[src/rtl/npu_pkg.sv]
// Shared NPU datapath widths, state encoding and the requant clamp helper.
// Used by the requant stage and its per-lane datapath.
package npu_pkg;

    localparam int ACC_W  = 32;
    localparam int BIAS_W = 16;
    localparam int DATA_W = 16;
    localparam int LANES  = 4;

    // Width of the rounded sum: bias add needs one guard bit, the rounding add one more.
    localparam int RND_W = ACC_W + 2;

    localparam logic signed [DATA_W-1:0] SAT_MAX = 16'sh7FFF;
    localparam logic signed [DATA_W-1:0] SAT_MIN = 16'sh8000;

    typedef enum logic [1:0] {
        ST_IDLE  = 2'd0,
        ST_RUN   = 2'd1,
        ST_DRAIN = 2'd2,
        ST_DONE  = 2'd3
    } state_e;

    function automatic logic signed [DATA_W-1:0] clamp_data(
        input logic signed [RND_W-1:0] v,
        input logic                    relu
    );
        logic signed [DATA_W-1:0] r;
        if (relu && (v < 0)) begin
            r = '0;
        end else if (v > SAT_MAX) begin
            r = SAT_MAX;
        end else if (v < SAT_MIN) begin
            r = SAT_MIN;
        end else begin
            r = v[DATA_W-1:0];
        end
        return r;
    endfunction

endpackage

[src/rtl/requant_lane.sv]
// One requant lane: stage 1 registers acc + bias, stage 2 registers the
// round-shifted, optionally rectified and saturated 16-bit result.
module requant_lane
    import npu_pkg::*;
#(
    parameter int SHIFT = 8
) (
    input  logic                     clk,
    input  logic                     reset,
    input  logic                     load,
    input  logic                     relu_en,
    input  logic signed [ACC_W-1:0]  acc,
    input  logic signed [BIAS_W-1:0] bias,
    input  logic                     adv,
    output logic signed [DATA_W-1:0] q
);

    localparam logic signed [RND_W-1:0] ROUND = {{(RND_W-1){1'b0}}, 1'b1} << (SHIFT - 1);

    logic signed [ACC_W:0]    sum_q, sum_d;
    logic                     relu_q, relu_d;
    logic signed [DATA_W-1:0] q_q, q_d;
    logic signed [RND_W-1:0]  rounded;
    logic signed [RND_W-1:0]  shifted;

    always_comb begin
        sum_d  = sum_q;
        relu_d = relu_q;
        if (load) begin
            sum_d  = {acc[ACC_W-1], acc} + {{(ACC_W+1-BIAS_W){bias[BIAS_W-1]}}, bias};
            relu_d = relu_en;
        end
    end

    always_comb begin
        rounded = {sum_q[ACC_W], sum_q} + ROUND;
        shifted = rounded >>> SHIFT;
        q_d     = q_q;
        if (adv) begin
            q_d = clamp_data(shifted, relu_q);
        end
    end

    always_ff @(posedge clk or negedge reset) begin
        if (!reset) begin
            sum_q  <= '0;
            relu_q <= 1'b0;
            q_q    <= '0;
        end else begin
            sum_q  <= sum_d;
            relu_q <= relu_d;
            q_q    <= q_d;
        end
    end

    assign q = q_q;

endmodule

[src/rtl/relu_requant_stage.sv]
// Requant stage feeding the argmax comparator: four requant lanes, the
// inference sequencer, output pacing, group counting and overflow flag.
module relu_requant_stage
    import npu_pkg::*;
#(
    parameter int SHIFT      = 8,
    parameter int MAX_GROUPS = 63
) (
    input  logic                      clk,
    input  logic                      reset,
    input  logic                      start,
    input  logic                      relu_en,
    input  logic [LANES*ACC_W-1:0]    acc_in,
    input  logic [LANES*BIAS_W-1:0]   bias_in,
    input  logic                      in_valid,
    input  logic                      in_last,
    output logic                      in_ready,
    output logic signed [DATA_W-1:0]  out1,
    output logic signed [DATA_W-1:0]  out2,
    output logic signed [DATA_W-1:0]  out3,
    output logic signed [DATA_W-1:0]  out4,
    output logic                      trig,
    output logic                      cmp_clear,
    output logic [5:0]                group_count,
    output logic                      busy,
    output logic                      done,
    output logic                      err,
    output state_e                    dbg_state
);

    state_e     state_q, state_d;
    logic       s1_v_q, s1_v_d;
    logic       s1_last_q, s1_last_d;
    logic       trig_q, trig_d;
    logic       trig_last_q, trig_last_d;
    logic       tail_q, tail_d;
    logic       cmp_clear_q, cmp_clear_d;
    logic [5:0] count_q, count_d;
    logic       err_q, err_d;
    logic       accept;

    logic signed [DATA_W-1:0] lane_out [LANES];

    // Handshake: a group transfers on any edge where in_valid && in_ready.
    // in_ready is low outside RUN, during the cmp_clear cycle and in the
    // cycle after an accept, so accepts are >= 2 cycles apart and trigs never touch.
    assign in_ready = (state_q == ST_RUN) && !s1_v_q && !cmp_clear_q;
    assign accept   = in_valid && in_ready;

    always_comb begin
        state_d     = state_q;
        cmp_clear_d = 1'b0;
        count_d     = count_q;
        err_d       = err_q;
        s1_v_d      = accept;
        s1_last_d   = accept && in_last;
        trig_d      = s1_v_q;
        trig_last_d = s1_v_q && s1_last_q;
        tail_d      = trig_q && trig_last_q;

        if (s1_v_q) begin
            if (count_q == 6'(MAX_GROUPS)) begin
                err_d = 1'b1;
            end else begin
                count_d = count_q + 6'd1;
            end
        end

        case (state_q)
            ST_IDLE: begin
                if (start) begin
                    state_d     = ST_RUN;
                    cmp_clear_d = 1'b1;
                    count_d     = '0;
                    err_d       = 1'b0;
                end
            end
            ST_RUN: begin
                if (accept && in_last) begin
                    state_d = ST_DRAIN;
                end
            end
            // tail_q marks the comparator's delayed-sample cycle after the last trig.
            ST_DRAIN: begin
                if (tail_q) begin
                    state_d = ST_DONE;
                end
            end
            ST_DONE: begin
                state_d = ST_IDLE;
            end
            default: begin
                state_d = ST_IDLE;
            end
        endcase
    end

    always_ff @(posedge clk or negedge reset) begin
        if (!reset) begin
            state_q     <= ST_IDLE;
            s1_v_q      <= 1'b0;
            s1_last_q   <= 1'b0;
            trig_q      <= 1'b0;
            trig_last_q <= 1'b0;
            tail_q      <= 1'b0;
            cmp_clear_q <= 1'b0;
            count_q     <= '0;
            err_q       <= 1'b0;
        end else begin
            state_q     <= state_d;
            s1_v_q      <= s1_v_d;
            s1_last_q   <= s1_last_d;
            trig_q      <= trig_d;
            trig_last_q <= trig_last_d;
            tail_q      <= tail_d;
            cmp_clear_q <= cmp_clear_d;
            count_q     <= count_d;
            err_q       <= err_d;
        end
    end

    for (genvar i = 0; i < LANES; i++) begin : g_lane
        requant_lane #(.SHIFT(SHIFT)) u_lane (
            .clk     (clk),
            .reset   (reset),
            .load    (accept),
            .relu_en (relu_en),
            .acc     (acc_in[i*ACC_W +: ACC_W]),
            .bias    (bias_in[i*BIAS_W +: BIAS_W]),
            .adv     (s1_v_q),
            .q       (lane_out[i])
        );
    end

    assign out1        = lane_out[0];
    assign out2        = lane_out[1];
    assign out3        = lane_out[2];
    assign out4        = lane_out[3];
    assign trig        = trig_q;
    assign cmp_clear   = cmp_clear_q;
    assign group_count = count_q;
    assign busy        = (state_q != ST_IDLE);
    assign done        = (state_q == ST_DONE);
    assign err         = err_q;
    assign dbg_state   = state_q;

endmodule

[config.mk]
export PLATFORM = sky130hd
export DESIGN_NAME = relu_requant_stage
export DESIGN_NICKNAME = d
export VERILOG_FILES = /design/src/rtl/npu_pkg.sv /design/src/rtl/requant_lane.sv /design/src/rtl/relu_requant_stage.sv
export SDC_FILE = /design/constraint.sdc
export NUM_CORES = 1
export LEC_CHECK = 0
export ABC_CLOCK_PERIOD_IN_PS = 2990
export CAP_MARGIN = 15
export CORE_MARGIN = 3
export CORE_UTILIZATION = 60
export DETAILED_ROUTE_END_ITERATION = 6
export DONT_BUFFER_PORTS = 1
export GPL_TIMING_DRIVEN = 0
export HOLD_SLACK_MARGIN = 0.1
export MAX_ROUTING_LAYER = met4
export PLACE_DENSITY_LB_ADDON = 0.25
export SETUP_SLACK_MARGIN = 0.4
export SLEW_MARGIN = 20
export SYNTH_ARGS = -nofsm -noshare
export SYNTH_HDL_FRONTEND = slang
export SYNTH_SLANG_ARGS = --single-unit
[constraint.sdc]
create_clock -name clk -period 2.99 [get_ports clk]
set_clock_uncertainty 0.1 [all_clocks]
set_input_delay 0.7475 -clock clk [delete_from_list [all_inputs] [get_ports clk]]
set_output_delay 0.7475 -clock clk [all_outputs]
set_load 0.02 [all_outputs]
Yosys cells after proc, flatten, opt, wreduce, memory -nomap -nowiden
Index checks and enable logic that the tools add are counted.

word-level totals
  flip-flop bits (word level) = 212
  output and inout bits = 78
  logic and storage cells = 87

cells by class
  $add $sub $neg = 9
  $lt $le $gt $ge = 12
  eq/ne operators = 7
  multiplexer cells = 26
  reduce and logical (&&, ||, !) cells = 15

operators with widths
  cell                                                                     number
  16-bit two-way mux                                                       12
  33-bit by 9-bit adder with 34-bit output (second input constant)         4
  32-bit by 16-bit adder with 33-bit output                                4
  26-bit by 16-bit > comparator with 1-bit output (second input constant)  4
  26-bit by 1-bit < comparator with 1-bit output (second input constant)   4
  26-bit by 16-bit < comparator with 1-bit output (second input constant)  4
  6-bit two-way mux                                                        4
  1-bit logical AND                                                        10
  2-bit one-hot mux with 4 select lines                                    1
  6-bit by 1-bit adder with 6-bit output (second input constant)           1
  6-bit equality test (second input constant)                              1
  1-bit two-way mux                                                        6
  2-bit two-way mux                                                        3
  2-bit != test (second input constant)                                    3
  2-bit equality test (second input constant)                              2
  3-bit AND reduction                                                      1
  2-bit by 1-bit equality test with 1-bit output (second input constant)   1
  1-bit logical NOT                                                        2
  2-bit logical NOT                                                        1
  2-bit nonzero test                                                       1

Logic depth before layout (Yosys ltp)
Gate-level depths: netlist of the first run.

  word-level depth = 7
  gate-level depth with buffers = 13
  gate-level depth less buffers = 12

By module
From an unflattened synthesis of the first run, not the netlist that was laid out.

second synthesis, totals
  cells, all modules = 1,666
  area, all modules = 15,432.3 um^2

by module, submodules not included
  module                               times used  cells an instance  area an instance (um^2)  sequential area each (um^2)
  requant_lane (g_lane[1].u_lane ...)  3           390                3,659.8                  1,076.0
  requant_lane (g_lane[0].u_lane)      1           429                3,742.3                  1,076.0
  relu_requant_stage                   1           67                 710.7                    375.4

Least setup slack after synthesis of the first run
OpenSTA, ideal clock, no wires.

  path type = input to register
  start = in acc_in[44]
  end = reg g_lane[1].u_lane.sum_q[31]
  library setup time = 0.129 ns
  data arrival time = 3.179 ns
  data required time = 2.761 ns
  setup slack = -0.418 ns
  cell stages on the path = 12
  buffers on the path = 0
  path through = ha_1 a21o_1 a21o_1 a221o_1 a221o_1 o31ai_4 o21bai_2 a31o_1 a21o_1 a21o_1 xnor2_1 o21ai_1

on the way
  word-level cells in the longest chain between the ends = 1

ends and longest elaborated chain
  item                                       RTL line                  text
  from (decl)                                relu_requant_stage.sv:13  input logic [LANES*ACC_W-1:0] acc_in,
  32-bit by 16-bit adder with 33-bit output  requant_lane.sv:30        sum_d = {acc[ACC_W-1], acc} + {{(ACC_W+1-BIAS_W){bias[BIAS_W-1]}}, bias};
  to (signal assigned)                       requant_lane.sv:50        sum_q <= sum_d;
  to (decl)                                  requant_lane.sv:20        logic signed [ACC_W:0] sum_q, sum_d;

Every way passes these cells.
A chain may end at the register's enable or synchronous reset.

Worst setup path after layout of the first run
  start = in acc_in[1]
  end = reg g_lane[0].u_lane.sum_q[31]

on the way
  word-level cells in the longest chain between the ends = 1

ends and longest elaborated chain
  item                                       RTL line
  32-bit by 16-bit adder with 33-bit output  requant_lane.sv:30
  to (signal assigned)                       requant_lane.sv:50
  to (decl)                                  requant_lane.sv:20

Every way passes these cells.

==> results of run 1 <==
how the worst min path moves through the flow:
stage	to	start	cells past startpoint	slack, ns
floorplan	trig	s1_v_q	0	0.25
CTS	g_lane[0].u_lane.q[9]	reset	0	-0.10
global placement	trig	s1_v_q	0	0.25
finish	g_lane[0].u_lane.sum_q[12]	reset	0	-0.1
global route	g_lane[0].u_lane.q[9]	reset	0	-0.12
detailed placement	trig	s1_v_q	0	0.26
Yosys cell counts, drive strengths merged (8+ instances only):
cell type | n | area share
and2 | 9 | 0.0042
o21ai | 158 | 0.059
o22a | 15 | 0.0098
and3 | 27 | 0.013
ha | 134 | 0.12
a21o | 43 | 0.024
nand2b | 8 | 0.0037
nor3 | 29 | 0.013
buf | 10 | 0.0056
o21bai | 10 | 0.0059
xor2 | 79 | 0.051
dfrtp | 184 | 0.34
nand2 | 222 | 0.062
nand4 | 29 | 0.014
nand3 | 57 | 0.022
o221ai | 17 | 0.016
xnor2 | 81 | 0.053
a31oi | 15 | 0.0070
nor2 | 111 | 0.032
o31ai | 11 | 0.0072
clkbuf | 43 | 0.012
inv | 56 | 0.016
a21oi | 100 | 0.038
power by group:
group / internal [uW] / total (uW) / switching [uW]
logic: 2680 / 5840 / 3160
clock network: 1110 / 2160 / 1040
registers: 3630 / 5480 / 1840
sequential cells by signal, indices dropped and copies added, names as in the netlist:
signal	cells
trig	1
g_lane.u_lane.relu_q	1
s1_last_q	1
s1_v_q	1
tail_q	1
trig_last_q	1
err	1
dbg_state	2
g_lane.u_lane.sum_q	104
cmp_clear	1
g_lane.u_lane.q	64
group_count	6
area by class of cell:
type	instances	area, sq um	share of cell area
repair buffers	146	1260	0.0727
clock inverters	13	118	0.00681
inverters	56	214	0.0124
flip-flops and latches	184	4630	0.268
clock buffers	19	443	0.0256
plain buffers	53	333	0.0193
multi-input cells	1260	9930	0.575
well taps	280	350	0.0203
through the flow:
stage          setup WS [ns]  TNS [ns]  instances  instance area (sq um)
2_1_floorplan         -0.335     -1.05       1553                  14000
3_3_place_gp          -0.876    -69.64       1833                  14300
3_5_place_dp          -0.884    -71.54       1833                  14300
4_1_cts               0.0818         0       1957                  16200
5_1_grt             -0.00952   -0.0156       2011                  17300
6_report              0.0572         0       2011                  17300
worst reg2reg max path, stage by stage (launching register included):
cell	delay (ns)
dfrtp_2	0.43
buf_6	0.13
ha_4	0.15
nand4_1	0.19
nor4_4	0.24
nand4_1	0.26
buf_4	0.22
nor3_4	0.14
a21oi_2	0.08
o41ai_2	0.32
a31o_4	0.25
clkbuf_16	0.15
o221ai_2	0.08
per-layer routing:
metal,vias up,global-route usage
met3,113,0.0583
li1,5909,-
met5,-,-
met4,0,0.122
met2,502,0.513
met1,6121,0.368
cell families after synthesis:
logic type,share of synthesized area
muxes,0.00456
adders and majority gates,0.125
AOI/OAI and AO/OA,0.210
and+or+nand+nor,0.181
xor gates and xnor gates,0.104
DFF,0.343
buffers and inverters,0.0332
what timing repair did:
action,in CTS,in global routing
endpoints found under the setup margin,171,158
pin swaps,113,99
gates cloned,5,2
hold endpoints to repair,184,184
gates resized for setup,163,159
setup buffers,87,52
==> results.sh, run 1 <==
export IMPL_layout_commonest_cell="nand2_1"
export IMPL_tightest_slew_ns=0.726
export IMPL_cpMostUsedCell="nor3_4"
export IMPL_ir_drop_mv=0.348
export IMPL_leakagePower_uw=0.00753
export IMPL_cp_arrival_ns=3.14
export IMPL_grt_pass1_vias=12300
export IMPL_drt_iter0_drc=1040
export IMPL_clock_sinks=184
export IMPL_die_h_microns=156
export IMPL_filler_cell_count=1353
export IMPL_finalSetupViolations=0
export IMPL_slew_headroom=0.516
export IMPL_cp_max_fo=6
export IMPL_hpwl_microns=25700
export IMPL_die_w_microns=156
export IMPL_via_per_inst=6.29
export IMPL_grt_max_degree=185
export IMPL_slowest_delay_ns=0.31
export IMPL_ant_nets=0
export IMPL_die_area_sq_mm=0.0242
export IMPL_yosys_most_used_dff="dfrtp_1"
export IMPL_yosysWarningCount=0
export IMPL_drc=0
export IMPL_status="finished with violations"
export IMPL_layout_drive_gt1_share=0.280
export IMPL_avgSynthCellArea_sq_um=8.66
export IMPL_violations="hold timing"
export IMPL_wl_met2_microns=20000
export IMPL_critPathRequiredTime_ns=3.20
export IMPL_path_class="in2reg"
export IMPL_worst_path_stages=13
export IMPL_syn_num_nets=1885
export IMPL_maxCapViolCount=0
export IMPL_initial_utilization=0.614
export IMPL_synth_edf_count=0
export IMPL_synth_cells=1553
export IMPL_cp_num_buf_inv=1
export IMPL_fin_crit_sh=0.981
export IMPL_cp_start_kind="input pin"
export IMPL_crit_slowest_cell="a2111oi_4"
export IMPL_finalWeightedCongestion=0.890
export IMPL_layout_common_cells="203 x nand2_1, 166 x dfrtp_1, 114 x buf_4"
export IMPL_worstReg2RegStart="g_lane[3].u_lane.sum_q[7]"
export IMPL_fin_util=0.789
export IMPL_path_delay_family="compound AO/OA/AOI/OAI gates"
export IMPL_crit_chain="ha_4 > a311oi_4 > nor3_4 > o2111ai_2 > a21boi_2 > a31o_2 > a21oi_4 > o21a_1 > nor3_4 > buf_12 > a2111oi_4 > mux2i_1 > nand3_1"
export IMPL_clk_insertion_delay_late_ns=0.43
export IMPL_crit_path_end="g_lane[0].u_lane.sum_q[31]"
export IMPL_met1_length_microns=15900
export IMPL_cts_htree_levels=4
export IMPL_core_sq_mm=0.0219
export IMPL_hold_slack_ns=-0.0962
export IMPL_antenna_found_initial=0
export IMPL_finalHoldViolCount=184
export IMPL_ys_types=79
export IMPL_rsz0062_at_grt="true"
export IMPL_hold_path_class="in2async"
export IMPL_rows=54
export IMPL_totalWireLength_microns=40000
export IMPL_grt_pass1_wl_microns=59400
export IMPL_cts_tree="built"
export IMPL_r2r_cells=12
export IMPL_grt_overflow=0
export IMPL_cts_buffers=17
export IMPL_cts_root_buf="clkbuf_16"
export IMPL_wl_met3_microns=2470
export IMPL_grt_total_usage=0.307
export IMPL_total_power_uw=13500
export IMPL_worstSetupStartpoint="acc_in[1]"
export IMPL_critPathCaptureType="flip-flop"
export IMPL_clock_fmax_ghz=0.341
export IMPL_num_vias=12600
export IMPL_wl_per_cell_microns=19.9
export IMPL_portBuffers=0
export IMPL_drtPass1Iterations=6
export IMPL_clockBufferDepth=2
export IMPL_async_reset_ff_frac=1.00
export IMPL_syn_to_final_growth_pct=28.5
export IMPL_timing_rr_end="g_lane[3].u_lane.q[9]"
export IMPL_io_pins=276
export IMPL_clkSlewWorstSetupHoldPaths_ns=0.08
export IMPL_top_layer_used="met4"
export IMPL_ys_seq_area_frac=0.343
export IMPL_reg2reg_slack_ns=0.12
export IMPL_synth_seq_cells=184
export IMPL_pwr_density_cell_mw_per_mm2=780
export IMPL_timing_final_crit_period_ns=2.93
export IMPL_nets=2050
export IMPL_drv_slew=0
export IMPL_syn_area_sq_mm=0.0134
export IMPL_num_antenna_cells=0
No activity file was read; power rests on OpenSTA's default activity.
==> inputs of run 2 (changes only) <==
--- a/config.mk
+++ b/config.mk
@@ -11,12 +11,11 @@
 export CORE_UTILIZATION = 60
 export DETAILED_ROUTE_END_ITERATION = 6
 export DONT_BUFFER_PORTS = 1
-export GPL_TIMING_DRIVEN = 0
 export HOLD_SLACK_MARGIN = 0.1
 export MAX_ROUTING_LAYER = met4
 export PLACE_DENSITY_LB_ADDON = 0.25
 export SETUP_SLACK_MARGIN = 0.4
-export SLEW_MARGIN = 20
+export SLEW_MARGIN = 30
 export SYNTH_ARGS = -nofsm -noshare
 export SYNTH_HDL_FRONTEND = slang
 export SYNTH_SLANG_ARGS = --single-unit
==> run 2 against run 1 <==
Compared with the run above: the run still ends with hold timing left; total power grew 0.12%; sequential power grew 0.7%; count of clock-buffer cells in the layout is the same; sequential share of layout area shrank 0.51 points; clock power is essentially flat; critical path type unchanged; largest power group unchanged.
==> results.sh, run 2 (synthesis results as in run 1) <==
export IMPL_status="finished with violations"
export IMPL_violations="hold timing"
export IMPL_drt_iter0_drc=964
export IMPL_wl_met2_microns=19300
export IMPL_timing_final_crit_period_ns=2.85
export IMPL_leakagePower_uw=0.00778
export IMPL_totalWireLength_microns=38400
export IMPL_die_h_microns=156
export IMPL_slew_headroom=0.505
export IMPL_clkSlewWorstSetupHoldPaths_ns=0.07
export IMPL_clockBufferDepth=2
export IMPL_rows=54
export IMPL_finalSetupViolations=0
export IMPL_grt_total_usage=0.291
export IMPL_layout_common_cells="206 x nand2_1, 186 x buf_4, 171 x dfrtp_1"
export IMPL_cp_arrival_ns=3.09
export IMPL_num_vias=12500
export IMPL_rsz0062_at_grt="true"
export IMPL_layout_commonest_cell="nand2_1"
export IMPL_hold_slack_ns=-0.0900
export IMPL_syn_to_final_growth_pct=30.8
export IMPL_cts_buffers=17
export IMPL_grt_pass1_vias=12000
export IMPL_via_per_inst=6.11
export IMPL_wl_per_cell_microns=18.9
export IMPL_clock_fmax_ghz=0.351
export IMPL_r2r_cells=12
export IMPL_max_flop_register="g_lane.u_lane.sum_q"
export IMPL_drc=0
export IMPL_grt_max_degree=185
export IMPL_largest_register_ffs=104
export IMPL_drv_slew=0
export IMPL_io_pins=276
export IMPL_timing_rr_end="g_lane[1].u_lane.q[6]"
export IMPL_nets=2078
export IMPL_cts_tree="built"
export IMPL_worstReg2RegStart="g_lane[1].u_lane.sum_q[15]"
export IMPL_drtPass1Iterations=5
export IMPL_hpwl_microns=24400
export IMPL_fin_util=0.803
export IMPL_critPathRequiredTime_ns=3.23
export IMPL_die_w_microns=156
export IMPL_pwr_density_cell_mw_per_mm2=767
export IMPL_die_area_sq_mm=0.0242
export IMPL_clk_insertion_delay_late_ns=0.43
export IMPL_path_class="in2reg"
export IMPL_cp_max_fo=5
export IMPL_critPathCaptureType="flip-flop"
export IMPL_tightest_slew_ns=0.742
export IMPL_grt_pass1_wl_microns=57200
export IMPL_reg2reg_slack_ns=0.17
export IMPL_worstSetupStartpoint="bias_in[6]"
export IMPL_cts_root_buf="clkbuf_16"
export IMPL_ant_nets=0
export IMPL_finalHoldViolCount=184
export IMPL_clock_sinks=184
export IMPL_maxCapViolCount=0
export IMPL_fin_crit_sh=0.953
export IMPL_crit_path_end="g_lane[0].u_lane.sum_q[28]"
export IMPL_cts_htree_levels=4
export IMPL_hold_path_class="in2async"
export IMPL_ir_drop_mv=0.364
export IMPL_portBuffers=0
export IMPL_core_sq_mm=0.0219
export IMPL_finalWeightedCongestion=0.854
export IMPL_num_antenna_cells=0
export IMPL_cp_start_kind="input pin"
export IMPL_layout_drive_gt1_share=0.304
export IMPL_grt_overflow=0
export IMPL_antenna_found_initial=0
export IMPL_met1_length_microns=15900
export IMPL_wl_met3_microns=1980
export IMPL_initial_utilization=0.614
export IMPL_top_layer_used="met4"
run 2: cell count changes in the layout (fill, tap and decap cells not counted), moves of 3 or more:
cell / before / now
o21ai_1: 41 / 38
clkbuf_1: 24 / 1
buf_4: 114 / 186
nand2_1: 203 / 206
buf_2: 5 / 1
o21ai_2: 23 / 27
nand2_4: 5 / 2
dfrtp_1: 166 / 171
buf_6: 37 / 33
dfrtp_2: 18 / 13
ha_4: 31 / 34
clkbuf_2: 10 / 0
run 2: stage by stage:
| step | cell area (sq um) | TNS, ns | cells | total power [uW] | setup WS (ns) |
|---|---|---|---|---|---|
| 2_1_floorplan | 14000 | -1.05 | 1553 | 8430 | -0.335 |
| 3_3_place_gp | 14900 | -3.12 | 1879 | 9400 | -0.326 |
| 3_5_place_dp | 14900 | -5.43 | 1879 | 9660 | -0.364 |
| 4_1_cts | 16500 | 0 | 2001 | 12500 | 0.209 |
| 5_1_grt | 17600 | 0 | 2039 | 14300 | 0.00292 |
| 6_report | 17600 | 0 | 2039 | 13500 | 0.142 |
run 2: layer usage:
layer / track usage / up-vias
li1: - / 5970
met1: 0.367 / 5933
met2: 0.481 / 432
met3: 0.0513 / 123
met4: 0.0909 / 0
met5: - / -
run 2: critical path, cell delays in order:
cell       delay [ns]
ha_4             0.27
nand3_4          0.09
nor3_4           0.26
o2111ai_2        0.16
a21boi_2         0.20
a31o_4           0.19
a21oi_4          0.06
o21a_1           0.23
nor3_4           0.23
buf_6            0.18
o21a_1           0.17
nor3_1           0.06
o31ai_1          0.22
run 2: final cells by class:
cell class | count | area (sq um)
inverter | 56 | 210
multi-input combinational | 1263 | 9990
fill | 1307 | 4310
clock buffer | 19 | 443
clock inverter | 13 | 114
sequential | 184 | 4620
tap | 280 | 350
timing repair buffer | 224 | 1860
run 2: worst min-delay path by stage:
stage | end | start | cells past startpoint
2_1_floorplan | trig | s1_v_q | 0
3_3_place_gp | tail_q | trig_last_q | 1
3_5_place_dp | tail_q | trig_last_q | 1
4_1_cts | g_lane[0].u_lane.sum_q[14] | reset | 0
5_1_grt | g_lane[0].u_lane.sum_q[14] | reset | 0
6_report | g_lane[0].u_lane.sum_q[14] | reset | 0
run 2: repair_timing:
action	in CTS	in global routing
gates resized for setup	85	193
endpoints found under the hold margin	184	184
setup buffers	86	34
pin swaps	93	108
cloned	4	4
endpoints found under the setup margin	92	106
run 2: where the power goes:
group | switching [uW] | internal (uW)
Combinational | 3040 | 2770
Clock | 1050 | 1110
Sequential | 1890 | 3630
